`src/rtl/riscv_m_pkg.sv`:
```
// Shared RV32M definitions for the iterative multiply/divide unit:
// funct3 encodings, FSM state encoding and the special-case result constants.
package riscv_m_pkg;

    typedef enum logic [2:0] {
        F_MUL    = 3'b000,
        F_MULH   = 3'b001,
        F_MULHSU = 3'b010,
        F_MULHU  = 3'b011,
        F_DIV    = 3'b100,
        F_DIVU   = 3'b101,
        F_REM    = 3'b110,
        F_REMU   = 3'b111
    } funct3_e;

    typedef logic [1:0] state_t;

    localparam state_t ST_IDLE   = 2'd0;
    localparam state_t ST_CALC   = 2'd1;
    localparam state_t ST_FINISH = 2'd2;

    // RV32 results for divide-by-zero quotient and the signed overflow quotient
    localparam logic [31:0] DIV0_QUOTIENT = 32'hFFFF_FFFF;
    localparam logic [31:0] INT_MIN       = 32'h8000_0000;

endpackage

```
`src/rtl/muldiv_unit_if.sv`:
```
// Request/response bundle between the core's execute stage and the
// multiply/divide unit. The core side is the master.
interface muldiv_unit_if #(
    parameter int DATA_WIDTH    = 32,
    parameter int ADDRESS_WIDTH = 5
);
    logic                     start;
    logic [2:0]               funct3;
    logic [DATA_WIDTH-1:0]    op_a;
    logic [DATA_WIDTH-1:0]    op_b;
    logic [ADDRESS_WIDTH-1:0] rd_in;
    logic                     busy;
    logic                     done;
    logic [DATA_WIDTH-1:0]    result;
    logic [ADDRESS_WIDTH-1:0] rd_out;

    modport master (
        output start, funct3, op_a, op_b, rd_in,
        input  busy, done, result, rd_out
    );

    modport slave (
        input  start, funct3, op_a, op_b, rd_in,
        output busy, done, result, rd_out
    );
endinterface

```
`src/rtl/muldiv_signfix.sv`:
```
// Sign handling around the unsigned iteration core: turns incoming operands
// into magnitudes plus a result-sign flag, and applies the two's-complement
// correction to the finished product / quotient / remainder.
module muldiv_signfix
    import riscv_m_pkg::*;
#(
    parameter int DATA_WIDTH = 32
) (
    input  logic [2:0]              op_in,
    input  logic [DATA_WIDTH-1:0]   op_a,
    input  logic [DATA_WIDTH-1:0]   op_b,
    output logic [DATA_WIDTH-1:0]   a_mag,
    output logic [DATA_WIDTH-1:0]   b_mag,
    output logic                    neg_in,
    input  logic [2:0]              op_q,
    input  logic                    neg_q,
    input  logic [2*DATA_WIDTH-1:0] acc,
    output logic [DATA_WIDTH-1:0]   res_word
);

    function automatic logic [DATA_WIDTH-1:0] negate_word(input logic [DATA_WIDTH-1:0] v);
        return -v;
    endfunction

    function automatic logic [2*DATA_WIDTH-1:0] negate_dword(input logic [2*DATA_WIDTH-1:0] v);
        return -v;
    endfunction

    logic                    a_signed;
    logic                    b_signed;
    logic                    sa;
    logic                    sb;
    logic [2*DATA_WIDTH-1:0] full;
    logic [DATA_WIDTH-1:0]   div_word;

    // Operand magnitudes and result sign; MUL is treated as signed since its low word is sign-agnostic
    always_comb begin
        a_signed = (op_in == F_MUL) || (op_in == F_MULH) || (op_in == F_MULHSU) ||
                   (op_in == F_DIV) || (op_in == F_REM);
        b_signed = (op_in == F_MUL) || (op_in == F_MULH) ||
                   (op_in == F_DIV) || (op_in == F_REM);
        sa       = a_signed & op_a[DATA_WIDTH-1];
        sb       = b_signed & op_b[DATA_WIDTH-1];
        a_mag    = sa ? negate_word(op_a) : op_a;
        b_mag    = sb ? negate_word(op_b) : op_b;
        // remainder follows the dividend's sign; everything else is the sign product
        neg_in   = (op_in == F_REM) ? sa : (sa ^ sb);
    end

    // Final sign correction and word selection from the {hi, lo} accumulator
    always_comb begin
        full     = neg_q ? negate_dword(acc) : acc;
        div_word = ((op_q == F_DIV) || (op_q == F_DIVU)) ? acc[DATA_WIDTH-1:0]
                                                         : acc[2*DATA_WIDTH-1:DATA_WIDTH];
        if (op_q[2]) begin
            res_word = neg_q ? negate_word(div_word) : div_word;
        end else if (op_q == F_MUL) begin
            res_word = full[DATA_WIDTH-1:0];
        end else begin
            res_word = full[2*DATA_WIDTH-1:DATA_WIDTH];
        end
    end

endmodule

```
`src/rtl/muldiv_unit.sv`:
```
// Iterative RV32M multiply/divide unit. Radix-2 shift-add multiply and
// restoring divide share one 2*DATA_WIDTH {hi, lo} accumulator; divide by
// zero and signed overflow bypass the iteration and finish after one edge.
module muldiv_unit
    import riscv_m_pkg::*;
#(
    parameter int DATA_WIDTH    = 32,
    parameter int ADDRESS_WIDTH = 5
) (
    input  logic          clk,
    input  logic          rst,
    muldiv_unit_if.slave  bus
);

    localparam int CNT_WIDTH = $clog2(DATA_WIDTH);
    localparam logic [CNT_WIDTH-1:0]  CNT_LAST  = CNT_WIDTH'(DATA_WIDTH - 1);
    localparam logic [DATA_WIDTH-1:0] QUO_DIV0  = DATA_WIDTH'(DIV0_QUOTIENT);
    localparam logic [DATA_WIDTH-1:0] INT_MIN_W = DATA_WIDTH'(INT_MIN);
    localparam logic [DATA_WIDTH-1:0] ZERO_W    = '0;

    state_t                   state;
    logic [CNT_WIDTH-1:0]     cnt;
    logic                     done_q;
    logic [DATA_WIDTH-1:0]    result_q;
    logic [ADDRESS_WIDTH-1:0] rd_out_q;

    logic [2:0]               op_q;
    logic [ADDRESS_WIDTH-1:0] rd_q;
    logic                     neg_q;
    logic [2*DATA_WIDTH-1:0]  acc;
    logic [DATA_WIDTH-1:0]    a_q;
    logic [DATA_WIDTH-1:0]    b_q;

    logic [DATA_WIDTH-1:0]    a_mag;
    logic [DATA_WIDTH-1:0]    b_mag;
    logic                     neg_in;
    logic [DATA_WIDTH-1:0]    res_word;

    logic                     accept;
    logic                     is_div_in;
    logic                     div_zero;
    logic                     div_ovf;
    logic [DATA_WIDTH:0]      mul_sum;
    logic [DATA_WIDTH:0]      div_trial;
    logic [2*DATA_WIDTH-1:0]  acc_step;

    muldiv_signfix #(.DATA_WIDTH(DATA_WIDTH)) u_signfix (
        .op_in    (bus.funct3),
        .op_a     (bus.op_a),
        .op_b     (bus.op_b),
        .a_mag    (a_mag),
        .b_mag    (b_mag),
        .neg_in   (neg_in),
        .op_q     (op_q),
        .neg_q    (neg_q),
        .acc      (acc),
        .res_word (res_word)
    );

    assign bus.busy   = (state != ST_IDLE);
    assign bus.done   = done_q;
    assign bus.result = result_q;
    assign bus.rd_out = rd_out_q;

    // Request acceptance and special-case detection on the live operands
    always_comb begin
        accept    = (state == ST_IDLE) && bus.start;
        is_div_in = bus.funct3[2];
        div_zero  = is_div_in && (bus.op_b == ZERO_W);
        div_ovf   = is_div_in && !bus.funct3[0] &&
                    (bus.op_a == INT_MIN_W) && (bus.op_b == ~ZERO_W);
    end

    // One radix-2 step: hi accumulates the product / holds the partial remainder, lo shifts
    always_comb begin
        mul_sum   = {1'b0, acc[2*DATA_WIDTH-1:DATA_WIDTH]} + (acc[0] ? {1'b0, a_q} : {1'b0, ZERO_W});
        div_trial = {acc[2*DATA_WIDTH-1:DATA_WIDTH], acc[DATA_WIDTH-1]} - {1'b0, b_q};
        if (op_q[2]) begin
            acc_step = div_trial[DATA_WIDTH] ? {acc[2*DATA_WIDTH-2:0], 1'b0}
                                             : {div_trial[DATA_WIDTH-1:0], acc[DATA_WIDTH-2:0], 1'b1};
        end else begin
            acc_step = {mul_sum, acc[DATA_WIDTH-1:1]};
        end
    end

    // Control FSM, iteration counter and registered outputs
    always_ff @(posedge clk or posedge rst) begin
        if (rst) begin
            state    <= ST_IDLE;
            cnt      <= '0;
            done_q   <= 1'b0;
            result_q <= '0;
            rd_out_q <= '0;
        end else begin
            done_q <= 1'b0;
            case (state)
                ST_IDLE: begin
                    if (accept) begin
                        cnt   <= '0;
                        state <= (div_zero || div_ovf) ? ST_FINISH : ST_CALC;
                    end
                end
                ST_CALC: begin
                    cnt <= cnt + CNT_WIDTH'(1);
                    if (cnt == CNT_LAST) begin
                        state <= ST_FINISH;
                    end
                end
                ST_FINISH: begin
                    result_q <= res_word;
                    rd_out_q <= rd_q;
                    done_q   <= 1'b1;
                    state    <= ST_IDLE;
                end
                default: state <= ST_IDLE;
            endcase
        end
    end

    // Operand capture at acceptance and accumulator update while iterating
    always_ff @(posedge clk) begin
        if (accept) begin
            op_q <= bus.funct3;
            rd_q <= bus.rd_in;
            a_q  <= a_mag;
            b_q  <= b_mag;
            if (div_zero) begin
                // remainder = dividend, quotient = all ones, no sign fix
                acc   <= {bus.op_a, QUO_DIV0};
                neg_q <= 1'b0;
            end else if (div_ovf) begin
                acc   <= {ZERO_W, INT_MIN_W};
                neg_q <= 1'b0;
            end else begin
                // divide shifts the dividend out of lo; multiply shifts the multiplier out of lo
                acc   <= is_div_in ? {ZERO_W, a_mag} : {ZERO_W, b_mag};
                neg_q <= neg_in;
            end
        end else if (state == ST_CALC) begin
            acc <= acc_step;
        end
    end

endmodule

```
`src/flat_wrapper.sv`:
```
// flat-port wrapper written by rule: the top's interface ports become plain ports
module muldiv_unit_flat import riscv_m_pkg::*;
#(
    parameter int DATA_WIDTH    = 32,
    parameter int ADDRESS_WIDTH = 5
)
  (clk, rst, bus_start, bus_funct3, bus_op_a, bus_op_b, bus_rd_in, bus_busy, bus_done, bus_result, bus_rd_out);
  muldiv_unit_if #(.DATA_WIDTH(DATA_WIDTH), .ADDRESS_WIDTH(ADDRESS_WIDTH)) bus_i ();
  input  logic clk;
  input  logic rst;
  input wire logic [$bits(bus_i.start)-1:0] bus_start;
  input wire logic [$bits(bus_i.funct3)-1:0] bus_funct3;
  input wire logic [$bits(bus_i.op_a)-1:0] bus_op_a;
  input wire logic [$bits(bus_i.op_b)-1:0] bus_op_b;
  input wire logic [$bits(bus_i.rd_in)-1:0] bus_rd_in;
  output wire logic [$bits(bus_i.busy)-1:0] bus_busy;
  output wire logic [$bits(bus_i.done)-1:0] bus_done;
  output wire logic [$bits(bus_i.result)-1:0] bus_result;
  output wire logic [$bits(bus_i.rd_out)-1:0] bus_rd_out;
  assign bus_i.start = bus_start;
  assign bus_i.funct3 = bus_funct3;
  assign bus_i.op_a = bus_op_a;
  assign bus_i.op_b = bus_op_b;
  assign bus_i.rd_in = bus_rd_in;
  assign bus_busy = bus_i.busy;
  assign bus_done = bus_i.done;
  assign bus_result = bus_i.result;
  assign bus_rd_out = bus_i.rd_out;
  muldiv_unit #(.DATA_WIDTH(DATA_WIDTH), .ADDRESS_WIDTH(ADDRESS_WIDTH)) u_core (.clk(clk), .rst(rst), .bus(bus_i));
endmodule
```
`config.mk`:
```
export PLATFORM = sky130hd
export DESIGN_NAME = muldiv_unit_flat
export DESIGN_NICKNAME = d
export VERILOG_FILES = /design/src/rtl/riscv_m_pkg.sv /design/src/rtl/muldiv_unit_if.sv /design/src/rtl/muldiv_signfix.sv /design/src/rtl/muldiv_unit.sv /design/src/flat_wrapper.sv
export SDC_FILE = /design/constraint.sdc
export NUM_CORES = 1
export LEC_CHECK = 0
export BUFFER_PORTS_ARGS = -buffer_cell sky130_fd_sc_hd__buf_2
export CORE_MARGIN = 1
export CORE_UTILIZATION = 35
export DETAILED_ROUTE_END_ITERATION = 10
export SETUP_SLACK_MARGIN = 0.1
export SLEW_MARGIN = 15
export SYNTH_ARGS = -nofsm -noshare
export SYNTH_HDL_FRONTEND = slang
export SYNTH_SLANG_ARGS = --single-unit
```
`constraint.sdc`:
```
create_clock -name clk -period 7.2 [get_ports clk]
set_clock_uncertainty 0.05 [all_clocks]
set_input_delay 1.44 -clock clk [delete_from_list [all_inputs] [get_ports clk]]
set_output_delay 1.44 -clock clk [all_outputs]
set_load 0.03 [all_outputs]
```
-- Word-level counts from Yosys, hierarchy flattened
Cells that the tools add are included.
- add/sub/neg operators: 7
- equal/unequal tests: 13
- muxes and demuxes: 23
- bitwise operators: 3
- reductions and logical operators: 24
- operator list (kind ; count):
    64-bit 2-to-1 mux ; 7
    32-bit 2-to-1 mux ; 8
    32-bit negation ; 3
    32-bit == test, second input constant ; 2
    64-bit negation ; 1
    32-bit by 33-bit adder with 33-bit output ; 1
    33-bit by 32-bit subtractor with 33-bit output ; 1
    32-bit zero test ; 1
    3-bit == test, second input constant ; 4
    5-bit one-hot mux with 2 select lines ; 1
    1-bit logical OR ; 8
    3-bit zero test ; 2
    2-bit 2-to-1 mux ; 3
    2-bit nonzero test ; 3
    5-bit by 1-bit adder with 5-bit output, second input constant ; 1
    5-bit == test, second input constant ; 1
    1-bit logical AND ; 5
    5-bit 2-to-1 mux ; 1
    2-bit by 1-bit != test with 1-bit output, second input constant ; 2
    2-bit one-hot mux with 2 select lines ; 1
    2-bit AND reduction ; 2
    3-bit by 1-bit == test with 1-bit output, second input constant ; 1
    3-bit by 2-bit == test with 1-bit output, second input constant ; 1
    1-bit AND ; 2
    7 further kinds ; 8
- flip-flop bits (word level): 182
- input port bits: 75
- output and inout bits: 39
- logic and storage cells: 81

-- Longest topological paths before layout
Gate-level depths: netlist of the first run.
- word-level depth: 11
- depth in mapped cells: 17
- gate-level depth less buffers: 14

-- Hierarchy
From an unflattened synthesis of the first run, not the netlist that was laid out.
- cells, all modules: 1927
- area total of the unflattened synthesis: 17169.0 sq um
- modules (own cells, without submodules) (module ; times used ; cells an instance ; area each (sq um) ; sequential area each (sq um)):
    muldiv_unit ; 1 ; 1098 ; 11723.7 ; 5240.0
    muldiv_signfix ; 1 ; 829 ; 5445.2 ; 0.0

-- Worst setup path before layout of the first run
Ideal clock, no wire load.
- path kind: in2reg
- start: in bus_start
- end: reg u_core.acc[54], data pin
- library setup time: 155 ps
- arrival time: 4321 ps
- required time: 6995 ps
- path slack: 2675 ps
- stages on the path: 5
- path buffers: 1
- path through: nand2_1 inv_1 clkbuf_1 a32oi_1 o21ai_0
- word-level cells in the longest chain between the ends: 2
- RTL lines (element ; RTL line ; text):
    from (decl) ; flat_wrapper.sv:11 ; input wire logic [$bits(bus_i.start)-1:0] bus_start;
    1-bit logical AND ; muldiv_unit.sv:67 ; accept = (state == ST_IDLE) && bus.start;
    via u_core.accept ; muldiv_unit.sv:39 ; logic accept;
    64-bit 2-to-1 mux ; muldiv_unit.sv:122 ; if (accept) begin
    to (signal assigned) ; muldiv_unit.sv:129 ; acc <= {bus.op_a, QUO_DIV0};
    to (signal assigned) ; muldiv_unit.sv:132 ; acc <= {ZERO_W, INT_MIN_W};
    to (signal assigned) ; muldiv_unit.sv:136 ; acc <= is_div_in ? {ZERO_W, a_mag} : {ZERO_W, b_mag};
    to (decl) ; muldiv_unit.sv:30 ; logic [2*DATA_WIDTH-1:0] acc;
The timed path passes the listed nets, and every way through them passes these cells.
A chain may end at the register's enable or synchronous reset.

-- Worst setup path after layout of the first run
- start: in bus_op_b[0]
- end: reg u_core.acc[42], data pin
- word-level cells in the longest chain between the ends: 4
- RTL lines (element ; RTL line ; text):
    from (decl) ; flat_wrapper.sv:14 ; input wire logic [$bits(bus_i.op_b)-1:0] bus_op_b;
    32-bit zero test ; muldiv_unit.sv:69 ; div_zero = is_div_in && (bus.op_b == ZERO_W);
    1-bit logical AND ; muldiv_unit.sv:69 ;
    64-bit 2-to-1 mux ; muldiv_unit.sv:127 ; if (div_zero) begin
    64-bit 2-to-1 mux ; muldiv_unit.sv:122 ;
Every way passes these cells.

==> summary.txt, run 1 <==
Status
  • Outcome: finished clean

Clock network
  • CTS Sinks: 182
  • Post-CTS clock slew at the launch and capture registers of the worst setup and hold paths: 70 ps
  • Number of CTS-inserted buffers: 17
  • Number of levels in the clock H-tree: 4
  • Clk_lat worst skew: 470 ps
  • Clock tree from TritonCTS: built
  • Longest Clk Path Bufs: 2
  • Post-CTS resize count: 0
  • Setup repair bufs after CTS: 0
  • Total of hold buffers inserted after clock tree synthesis: 0
  • CTS Root Cell: sky130_fd_sc_hd__clkbuf_16

Logic synthesis
  • Register bit total from synthesis: 182
  • Top-area cell type share of the netlist area: 25.86%
  • Share of the yosys chip area belonging to registers: 32.93%
  • Synthesized netlist net count: 1994
  • Most common cell in the synthesized netlist: sky130_fd_sc_hd__nand2_1
  • Count of distinct cell types in the synthesized netlist: 82
  • Dominant cells by area after synthesis: sky130_fd_sc_hd__edfxtp_1 26%, sky130_fd_sc_hd__dfrtp_1 7.1%, sky130_fd_sc_hd__xnor2_1 6.3%, sky130_fd_sc_hd__ha_1 5.6%, sky130_fd_sc_hd__mux2i_1 5.4%
  • Leading area contributor after synthesis: sky130_fd_sc_hd__edfxtp_1
  • Average cell area after synthesis: 8.619 um2
  • Summed instance area of the synthesized netlist: 0.01591 mm2
  • Leading cell types by count after synthesis: 171 x sky130_fd_sc_hd__nand2_1, 166 x sky130_fd_sc_hd__a21oi_1, 137 x sky130_fd_sc_hd__edfxtp_1, 130 x sky130_fd_sc_hd__nor2_1, 129 x sky130_fd_sc_hd__o21ai_0
  • Most common flop cell mapped by yosys: sky130_fd_sc_hd__edfxtp_1
  • Async set-reset flop share out of synthesis: 24.73%
  • Warning count from the yosys run: 0
  • Number of instances in the synthesized netlist: 1846
  • Number of enable-type register cells in the synthesized netlist: 137

Layout
  • Post-Layout Cell Count: 2489
  • Diode count: 0
  • NumNets Final: 2032
  • Cell area after layout: 0.01756 mm2
  • Share of layout cells above drive strength 1: 11.39%
  • Synthesis-to-finish area growth: 10.35%
  • Layout filler cell count: 4515

GRT
  • Total global routing overflow: 0
  • Global Route Usage Sum: 22.96%
  • Via count of the first global-routing pass: 13730
  • Maximum number of pins on one net before global-route repair: 89
  • Antenna violations before repair: 1
  • Global-route wire length before repair: 82.19 mm

Placement
  • Final weighted congestion in routability-driven placement: 0.9139
  • Pre-CTS setup slack: 1805 ps
  • Detailed placement HPWL: 40.42 mm
  • Number of buffer cells added on primary ports: 113
  • DP Cell Count: 2457
  • Placed cell area: 0.01694 mm2

Route
  • Number of DRC violations after detailed routing: 0
  • Remaining antenna violation count: 0
  • Routed wire length: 53.41 mm
  • Count of TritonRoute iterations in the first routing pass: 6
  • Detailed-route wire length per cell: 21.46 um
  • Total via count in the routed design: 14460
  • Detailed-route vias per instance: 5.808
  • First DRT Iteration DRCs: 1527

Setup path
  • Delay of the slowest cell on the worst path: 580 ps
  • Kind of cell adding the most delay to the critical path: simple AND/OR/NAND/NOR gates
  • Ordered list of cells on the worst path: buf_2 > inv_1 > ha_1 > or3b_2 > or3_1 > or3_4 > or3_4 > nor4_4 > nand4_2 > nor2_4 > a22oi_1 > o21ai_0
  • Crit path required time: 7440 ps
  • Crit. End Element: register
  • Most frequent cell on the critical path: sky130_fd_sc_hd__or3_4
  • Slowest stage cell, crit path: sky130_fd_sc_hd__nor2_4
  • CP Max Fanout: 16
  • Arr. time, crit path: 5210 ps
  • Critical path startpoint category: input pin
  • Classification of the worst setup path: in2reg
  • Crit path buffers/inverters: 2

Die
  • Top-level port count: 114
  • Effective utilization at floorplan: 35.75%
  • Die boundary height: 215.2 um
  • Std-Cell Core Area: 0.04451 mm2
  • Floorplan die area: 0.04632 mm2
  • Num rows: 77
  • Die W: 215.2 um

Timing
  • Tightest Pin Transition: 1093 ps
  • Minimum clock period: 4977 ps
  • Final slew viol count: 0
  • Max frequency: 0.2009 GHz
  • Period utilisation layout: 69.12%
  • Worst slack on hold paths: 386.7 ps
  • Fin. Hold Viols: 0
  • RSZ-0062 raised after global routing: no
  • Worst Slack Setup Final: 2223 ps
  • Worst slew margin: 26.83%
  • Setup_tns: 0 ps
  • Final setup violation count: 0

Power and ir drop
  • Power density relative to cell area: 404.8 mW/mm2
  • Peak VDD IR: 0.0001441 V
  • Leakage power figure: 7.120 nW

Worst hold path
  • Min-Delay Path Class: reg2reg

Job
  • Maximum capacitance violations: 0
[per-layer routing]
| layer | vias up | part of all wire, % | wire length, um | track usage (%) |
|---|---|---|---|---|
| li1 | 6850 | - | - | - |
| met1 | 6891 | 46 | 24590 | 33.50 |
| met2 | 650 | 43 | 23140 | 34.85 |
| met3 | 65 | 8.5 | 4547 | 3.397 |
| met4 | 0 | 2.1 | 1131 | 6.667 |
| met5 | - | 0 | 0 | 0 |
[worst reg2reg max path: cells and delay by family (launching register included)]
| kind | cells | cell delay, ps |
|---|---|---|
| xor+xnor | 1 | 480 |
| flops | 1 | 690 |
| compound gates | 6 | 1340 |
| simple gates | 3 | 590 |
| buf+inv | 2 | 700 |
| fa+ha+maj | 2 | 740 |
[sequential cells by signal (all words and copies together) (netlist names)]
register / cells
u_core.acc: 64
u_core.a_q: 32
u_core.state: 2
u_core.bus.rd_out: 5
u_core.cnt: 5
u_core.bus.done: 1
u_core.b_q: 32
u_core.rd_q: 5
u_core.op_q: 3
u_core.bus.result: 32
u_core.neg_q: 1
[power breakdown]
group | internal [W] | switching (W) | leakage (nW)
registers | 0.00156 | 0.000646 | 1.94
clock network | 0.000563 | 0.000456 | 0.304
logic | 0.00158 | 0.00230 | 4.87
[final timing paths]
path                                start                    end  depth (start not counted)  slack [ps]
min                        u_core.rd_q[4]   u_core.bus.rd_out[4]                          2         390
max                           bus_op_b[0]         u_core.acc[42]                         12        2220
min in group asynchronous             rst          u_core.cnt[4]                          2        1170
min reg2reg                u_core.rd_q[4]   u_core.bus.rd_out[4]                          2         390
max reg2reg                u_core.acc[31]         u_core.acc[62]                         14        2460
max in group asynchronous             rst  u_core.bus.result[13]                          2        5320
[placed cells by master, fill, tap and decap left out, types with 68 or more instances in the layout]
master                     count
sky130_fd_sc_hd__a21oi_1     166
sky130_fd_sc_hd__buf_2       113
sky130_fd_sc_hd__edfxtp_1    137
sky130_fd_sc_hd__ha_1         71
sky130_fd_sc_hd__inv_1        68
sky130_fd_sc_hd__mux2i_1      86
sky130_fd_sc_hd__nand2_1     169
sky130_fd_sc_hd__nor2_1      128
sky130_fd_sc_hd__o21ai_0     129
sky130_fd_sc_hd__xnor2_1     115
sky130_fd_sc_hd__xor2_1       87
[area by class of cell]
| type | instances | area (um2) | share of cell area (%) |
|---|---|---|---|
| Multi-Input combinational cell | 1476 | 9951 | 56.68 |
| Timing Repair Buffer | 137 | 745.7 | 4.247 |
| Clock buffer | 19 | 442.9 | 2.523 |
| Tap cell | 592 | 740.7 | 4.219 |
| Sequential cell | 182 | 5240 | 29.85 |
| Clock inverter | 13 | 172.7 | 0.9835 |
| Inverter | 70 | 264.0 | 1.504 |
[cells by family after synthesis]
family,Yosys count,synth area share [%]
XOR/XNOR,203,11.17
multiplexers,96,6.118
AND/OR/NAND/NOR,551,17.30
flip-flops,182,32.93
adder cells (fa/ha/maj),73,5.835
buffers and inverters,188,4.695
AO/OA/AOI/OAI,553,21.94
[through the flow]
step	total power [W]	util, %
floorplan	0.004883	-
global placement	0.005941	38.06
detailed placement	0.005988	38.06
CTS	0.007030	39.44
global route	0.007586	39.44
finish	0.007107	39.44
Note: power is estimated with default switching activity, not from simulation.
==> inputs of run 2 (changes only) <==
Settings changed: ABC_AREA set to 1.
Clock period 7.2 ns to 5 ns, I/O delays scaled along.
==> run 2 against run 1 <==
Hold slack better by 11 ps. First-iteration DRC count up 100%. Clock-buffer cell count down 1. Synthesized cell count up 77%. Critical path depth up 1. Final cell count up 64%. Combinational power up 130%. Highest routed layer unchanged. Area after synthesis up 23%. Largest power group unchanged. Wire length up 62%. Critical endpoint is now u_core.acc[57].
==> summary.txt, run 2 <==
Power and ir drop
  • Gate power share: 64.3% (+9.7 points)
  • Internal: 0.005915 W (+60%)
  • Net switching power: 0.008195 W (+140%)
  • Part of the power in registers: 25.1% (-6.0 points)
  • Power density relative to cell area: 659.6 mW/mm2 (+63%)
  • Clk pwr share: 10.6% (-3.7 points)
  • Leakage power figure: 10.81 nW (+52%)
  • Peak VDD IR: 0.0004715 V (+230%)
  • Switching portion of total power: 58.08% (+10 points)

Layout
  • Post-Layout Cell Count: 4083 (+64%)
  • Top register by number of flip-flops: u_core.acc
  • End-of-flow core utilization: 38.83% (-0.62 points)
  • Max FFs per register: 64 (unchanged)
  • Synthesis-to-finish area growth: 9.723%
  • Most used cells in the layout excluding fill and tap cells: 1042 x sky130_fd_sc_hd__nand2_1, 477 x sky130_fd_sc_hd__inv_1, 388 x sky130_fd_sc_hd__nor2_1
  • NumNets Final: 3471 (+71%)
  • Most common library cell in the layout ignoring fill and taps: sky130_fd_sc_hd__nand2_1
  • Share of layout cells above drive strength 1: 6.747% (-4.6 points)
  • Diode count: 0 (unchanged)

Logic synthesis
  • Most common flop cell mapped by yosys: sky130_fd_sc_hd__edfxtp_1
  • Share of the yosys chip area belonging to registers: 26.88% (-6.1 points)
  • Average cell area after synthesis: 5.975 um2 (-31%)
  • Number of enable-type register cells in the synthesized netlist: 137 (unchanged)
  • Async set-reset flop share out of synthesis: 24.73% (unchanged)
  • Count of distinct cell types in the synthesized netlist: 46 (-44%)
  • Dominant cells by area after synthesis: sky130_fd_sc_hd__edfxtp_1 21%, sky130_fd_sc_hd__nand2_1 20%, sky130_fd_sc_hd__inv_1 9.2%, sky130_fd_sc_hd__nand3_1 8.4%, sky130_fd_sc_hd__nor2_1 7.5%
  • Most common cell in the synthesized netlist: sky130_fd_sc_hd__nand2_1
  • Number of instances in the synthesized netlist: 3263 (+77%)
  • Top-area cell type share of the netlist area: 21.10% (-4.8 points)
  • Register bit total from synthesis: 182 (unchanged)
  • Summed instance area of the synthesized netlist: 0.01949 mm2 (+23%)
  • Warning count from the yosys run: 0 (unchanged)
  • Synthesized netlist net count: 3411 (+71%)
  • Leading cell types by count after synthesis: 1042 x sky130_fd_sc_hd__nand2_1, 479 x sky130_fd_sc_hd__inv_1, 389 x sky130_fd_sc_hd__nor2_1, 328 x sky130_fd_sc_hd__nand3_1, 150 x sky130_fd_sc_hd__o21ai_0
  • Leading area contributor after synthesis: sky130_fd_sc_hd__edfxtp_1

Job
  • Maximum capacitance violations: 0 (unchanged)

Setup path
  • Classification of the worst setup path: reg2reg
  • CP Max Fanout: 33 (+17)
  • Critical path startpoint category: register
  • Crit path buffers/inverters: 1 (-1)
  • Crit path required time: 5280 ps (-2160 ps)
  • Kind of cell adding the most delay to the critical path: simple AND/OR/NAND/NOR gates
  • Delay of the slowest cell on the worst path: 750 ps (+170 ps)
  • Arr. time, crit path: 3930 ps (-1280 ps)
  • Crit. End Element: register
  • Most frequent cell on the critical path: sky130_fd_sc_hd__nand2_1
  • Slowest stage cell, crit path: sky130_fd_sc_hd__edfxtp_1
  • Ordered list of cells on the worst path: ha_1 > a21oi_1 > nand2_1 > nand2_1 > nand3_1 > a21oi_1 > nand3_2 > buf_4 > nand2_2 > nand2_1 > nand2_1 > nand2_1 > a21boi_0

Timing
  • Tightest Pin Transition: 1138 ps (+44.45 ps)
  • Final setup violation count: 0 (unchanged)
  • Worst Slack Setup Final: 1344 ps (-879.1 ps)
  • RSZ-0062 raised after global routing: no
  • Minimum clock period: 3656 ps
  • Worst slack on hold paths: 398.2 ps (+11.47 ps)
  • Final slew viol count: 0 (unchanged)
  • Period utilisation layout: 73.11%
  • Setup_tns: 0 ps (unchanged)
  • Worst slew margin: 23.93% (-2.9 points)
  • Fin. Hold Viols: 0 (unchanged)
  • Max frequency: 0.2735 GHz

GRT
  • Met1 track demand over resource: 41.74% (+8.2 points)
  • Via count of the first global-routing pass: 19900 (+45%)
  • Global Route Usage Sum: 30.25% (+7.3 points)
  • Global-route wire length before repair: 126.9 mm (+54%)
  • Total global routing overflow: 0 (unchanged)
  • Global routing met3 resource utilization: 5.969% (+2.6 points)
  • Antenna violations before repair: 0 (-1)
  • Global routing usage on met2: 44.13% (+9.3 points)
  • Maximum number of pins on one net before global-route repair: 148 (+66%)
  • Most crowded layer after global routing: met2

Clock network
  • Longest Clk Path Bufs: 2 (unchanged)
  • Clock tree from TritonCTS: built
  • Post-CTS clock slew at the launch and capture registers of the worst setup and hold paths: 70 ps (about the same)
  • Setup repair bufs after CTS: 0 (unchanged)
  • Total of hold buffers inserted after clock tree synthesis: 0 (unchanged)
  • Clk_lat worst skew: 480 ps (about the same)
  • Number of CTS-inserted buffers: 17 (unchanged)
  • Number of levels in the clock H-tree: 4 (unchanged)
  • Post-CTS resize count: 0 (unchanged)
  • CTS Sinks: 182 (unchanged)
  • CTS Root Cell: sky130_fd_sc_hd__clkbuf_16

Die
  • Floorplan die area: 0.05665 mm2 (+22%)
  • Effective utilization at floorplan: 35.39% (-0.36 points)
  • Top-level port count: 114 (unchanged)
  • Die boundary height: 238.0 um (+11%)
  • Die W: 238.0 um (+11%)
  • Std-Cell Core Area: 0.05509 mm2 (+24%)
  • Num rows: 86 (+12%)

Route
  • Detailed-route wire length per cell: 21.19 um (-1.3%)
  • Total via count in the routed design: 22400 (+55%)
  • Routed wire length: 86.52 mm (+62%)
  • Remaining antenna violation count: 0 (unchanged)
  • Number of DRC violations after detailed routing: 0 (unchanged)
  • Count of TritonRoute iterations in the first routing pass: 6 (unchanged)
  • First DRT Iteration DRCs: 3050 (+100%)
  • Detailed-route vias per instance: 5.485 (-5.6%)

Worst hold path
  • Min-Delay Path Class: reg2reg

Placement
  • Final weighted congestion in routability-driven placement: 1.095 (+20%)
  • DP Cell Count: 4052 (+65%)
  • Number of buffer cells added on primary ports: 113 (unchanged)
  • Detailed placement HPWL: 70.07 mm (+73%)
  • Pre-CTS setup slack: 1254 ps (-550.7 ps)

Status
  • Outcome: finished clean
==> run 2: metal layers <==
layer  wire [um]  vias to the layer above
li1            -                    10660
met1       36250                    10110
met2       35380                     1426
met3        9666                      204
met4        5224                        0
met5           0                        -
==> run 2: area by class of cell <==
| class | count | area [um2] |
|---|---|---|
| multi-input combinational | 2491 | 11970 |
| sequential | 182 | 5240 |
| clock buffer | 18 | 429.2 |
| fill | 6223 | 33700 |
| timing repair buffer | 138 | 765.7 |
| inverter | 493 | 1853 |
| clock inverter | 13 | 192.7 |
| tap | 748 | 935.9 |
==> run 2: stage by stage <==
stage,total power [W],cell area (um2)
floorplan,0.009038,19490
finish,0.01411,21390
global placement,0.01226,20770
detailed placement,0.01225,20770
global route,0.01501,21390
CTS,0.01378,21390
==> run 2: cell families after synthesis <==
kind of cell / synth area share (%)
buffers and inverters: 11.74
muxes: 0.05135
xor gates and xnor gates: 2.651
DFF: 26.88
AOI/OAI and AO/OA: 13.14
and+or+nand+nor: 40.77
adders and majority gates: 4.762
==> run 2: worst paths after layout <==
kind	slack [ps]	to	startpoint	cells past startpoint
max	1340	u_core.acc[57]	u_core.acc[58]	13
min	400	u_core.bus.rd_out[0]	u_core.rd_q[0]	2
max reg2reg	1340	u_core.acc[57]	u_core.acc[58]	13
min reg2reg	400	u_core.bus.rd_out[0]	u_core.rd_q[0]	2
max in group asynchronous	3600	u_core.bus.result[20]	rst	2
min in group asynchronous	680	u_core.cnt[2]	rst	2
==> run 2: power by group through the flow <==
stage / logic (W) / clock network, W / registers [W]
global route: 0.00994 / 0.00155 / 0.00351
floorplan: 0.00583 / 0 / 0.00320
detailed placement: 0.00877 / 0 / 0.00348
global placement: 0.00878 / 0 / 0.00348
finish: 0.00907 / 0.00149 / 0.00355
CTS: 0.00882 / 0.00150 / 0.00346
==> run 2: tightest hold or removal path: cells and delay by family (launching register included) <==
kind          cells  cell delay [ps]
simple gates      2              100
flops             1              320
==> inputs of run 3 (changes only) <==
Clock period 5 ns to 3.32 ns, I/O delays scaled along.
==> run 3 against run 2 <==
Setup slack got worse by 1100 ps. Hold slack worse by 99 ps. First-iteration DRC count shrank 6.6%. Utilization increased by 0.74 points. Die area unchanged. Non-clock buffer count grew 46. Highest routed layer unchanged.
==> summary.txt, run 3 (same netlist as run 2, synthesis figures left out) <==
Clock network
  • Total of hold buffers inserted after clock tree synthesis: 0 (unchanged)
  • Setup repair bufs after CTS: 0 (unchanged)
  • Number of CTS-inserted buffers: 17 (unchanged)
  • Clk_lat worst skew: 500 ps (+20 ps)
  • Number of levels in the clock H-tree: 4 (unchanged)
  • CTS Root Cell: sky130_fd_sc_hd__clkbuf_16
  • Clock tree from TritonCTS: built
  • Post-CTS clock slew at the launch and capture registers of the worst setup and hold paths: 80 ps (about the same)
  • Longest Clk Path Bufs: 2 (unchanged)
  • Post-CTS resize count: 0 (unchanged)
  • CTS Sinks: 182 (unchanged)

Timing
  • Fin. Hold Viols: 0 (unchanged)
  • Worst slack on hold paths: 299.0 ps (-99.17 ps)
  • Minimum clock period: 3040 ps (-615.6 ps)
  • Worst slew margin: 36.52% (+13 points)
  • Final slew viol count: 0 (unchanged)
  • Period utilisation layout: 91.57% (+18 points)
  • Setup_tns: 0 ps (unchanged)
  • Worst Slack Setup Final: 279.8 ps (-1064 ps)
  • Max frequency: 0.3289 GHz (+20%)
  • Tightest Pin Transition: 952.1 ps (-185.8 ps)
  • Final setup violation count: 0 (unchanged)
  • RSZ-0062 raised after global routing: no

Layout
  • Share of layout cells above drive strength 1: 8.043% (+1.3 points)
  • Most common library cell in the layout ignoring fill and taps: sky130_fd_sc_hd__nand2_1
  • Most used cells in the layout excluding fill and tap cells: 1042 x sky130_fd_sc_hd__nand2_1, 477 x sky130_fd_sc_hd__inv_1, 388 x sky130_fd_sc_hd__nor2_1
  • Diode count: 0 (unchanged)
  • Layout filler cell count: 6198 (-0.40%)
  • Synthesis-to-finish area growth: 11.82%
  • Top register by number of flip-flops: u_core.acc
  • Max FFs per register: 64 (unchanged)
  • NumNets Final: 3517 (+1.3%)
  • Area taken by multi-input logic gates: 0.01197 mm2 (unchanged)
  • Reg area: 0.005240 mm2 (unchanged)

GRT
  • Total global routing overflow: 0 (unchanged)
  • Antenna violations before repair: 0 (unchanged)
  • Global Route Usage Sum: 29.98% (-0.27 points)
  • Maximum number of pins on one net before global-route repair: 147 (-0.68%)
  • Via count of the first global-routing pass: 20020 (+0.63%)
  • Global-route wire length before repair: 126.1 mm (-0.64%)

Job
  • Maximum capacitance violations: 0 (unchanged)

Die
  • Std-Cell Core Area: 0.05509 mm2 (unchanged)
  • Die boundary height: 238.0 um (unchanged)
  • Top-level port count: 114 (unchanged)
  • Effective utilization at floorplan: 35.39% (unchanged)
  • Num rows: 86 (unchanged)
  • Floorplan die area: 0.05665 mm2 (unchanged)
  • Die W: 238.0 um (unchanged)

Status
  • Outcome: finished clean

Placement
  • Number of buffer cells added on primary ports: 113 (unchanged)
  • Pre-CTS setup slack: 287.7 ps (-966.2 ps)
  • Detailed placement HPWL: 69.98 mm (-0.13%)
  • Final weighted congestion in routability-driven placement: 1.059 (-3.3%)

Route
  • Remaining antenna violation count: 0 (unchanged)
  • Number of DRC violations after detailed routing: 0 (unchanged)
  • First DRT Iteration DRCs: 2850 (-6.6%)
  • Total via count in the routed design: 22250 (-0.65%)
  • Detailed-route wire length per cell: 20.58 um (-2.9%)
  • Count of TritonRoute iterations in the first routing pass: 6 (unchanged)
  • Detailed-route vias per instance: 5.388 (-1.8%)
  • Routed wire length: 85.01 mm (-1.7%)

Power and ir drop
  • Peak VDD IR: 0.0008383 V (+78%)
  • Sum of internal, switching and leakage power: 0.02135 W (+51%)
  • Power density relative to cell area: 979.3 mW/mm2 (+48%)
  • Leakage power figure: 11.07 nW (+2.4%)

Setup path
  • Slowest stage cell, crit path: sky130_fd_sc_hd__edfxtp_1
  • Crit path buffers/inverters: 2 (+1)
  • Kind of cell adding the most delay to the critical path: flip-flops
  • Arr. time, crit path: 3230 ps (-700 ps)
  • Ordered list of cells on the worst path: ha_1 > a21oi_1 > nand2_1 > inv_1 > nand2_1 > a21oi_1 > nand2_1 > nand2_2 > buf_4 > nand3_1 > nand3_1 > a21boi_0
  • Delay of the slowest cell on the worst path: 650 ps (-100 ps)
  • Classification of the worst setup path: reg2reg
  • Most frequent cell on the critical path: sky130_fd_sc_hd__nand2_1
  • Crit path required time: 3510 ps (-1770 ps)
  • Critical path startpoint category: register
  • Crit. End Element: register
  • CP Max Fanout: 32 (-3.0%)

Worst hold path
  • Min-Delay Path Class: in2reg
-- run 3: per-layer routing --
metal	wire [um]	up-vias	track usage [%]
met5	0	-	0
met3	8562	182	4.824
met4	4627	0	15.54
met2	34710	1213	43.24
li1	-	10730	-
met1	37100	10130	42.79
-- run 3: stage by stage --
stage / std cells / utilization (%) / instance area, um2
2_1_floorplan: 3263 / - / 19500
3_3_place_gp: 4098 / 38.46 / 21190
3_5_place_dp: 4098 / 38.46 / 21190
4_1_cts: 4130 / 39.57 / 21800
5_1_grt: 4130 / 39.57 / 21800
6_report: 4130 / 39.57 / 21800
-- run 3: final cells by class --
class                   instances  share of cell area (%)
clock buffers                  17                   1.952
clock inverters                15                  0.8438
inverters                     493                   8.501
multi-input cells            2491                   54.93
flip-flops and latches        182                   24.04
well taps                     748                   4.293
repair buffers                184                   5.441
-- run 3: report_power, final --
part | leakage, nW | switching (W) | internal (W) | total (W)
Sequential | 1.86 | 0.00115 | 0.00368 | 0.00483
Combinational | 8.90 | 0.0101 | 0.00425 | 0.0143
Clock | 0.300 | 0.00109 | 0.00108 | 0.00218
Total | 11.1 | 0.0123 | 0.00901 | 0.0213
-- run 3: final timing paths --
| check | from | to | slack, ps | cells past startpoint |
|---|---|---|---|---|
| worst max-delay path | u_core.acc[54] | u_core.acc[54] | 280 | 12 |
| worst min-delay path | bus_rd_in[0] | u_core.rd_q[0] | 300 | 1 |
| worst max register to register | u_core.acc[54] | u_core.acc[54] | 280 | 12 |
| worst min register to register | u_core.rd_q[0] | u_core.bus.rd_out[0] | 400 | 2 |
| max in group asynchronous | rst | u_core.bus.result[27] | 2290 | 2 |
| min in group asynchronous | rst | u_core.cnt[2] | 320 | 2 |
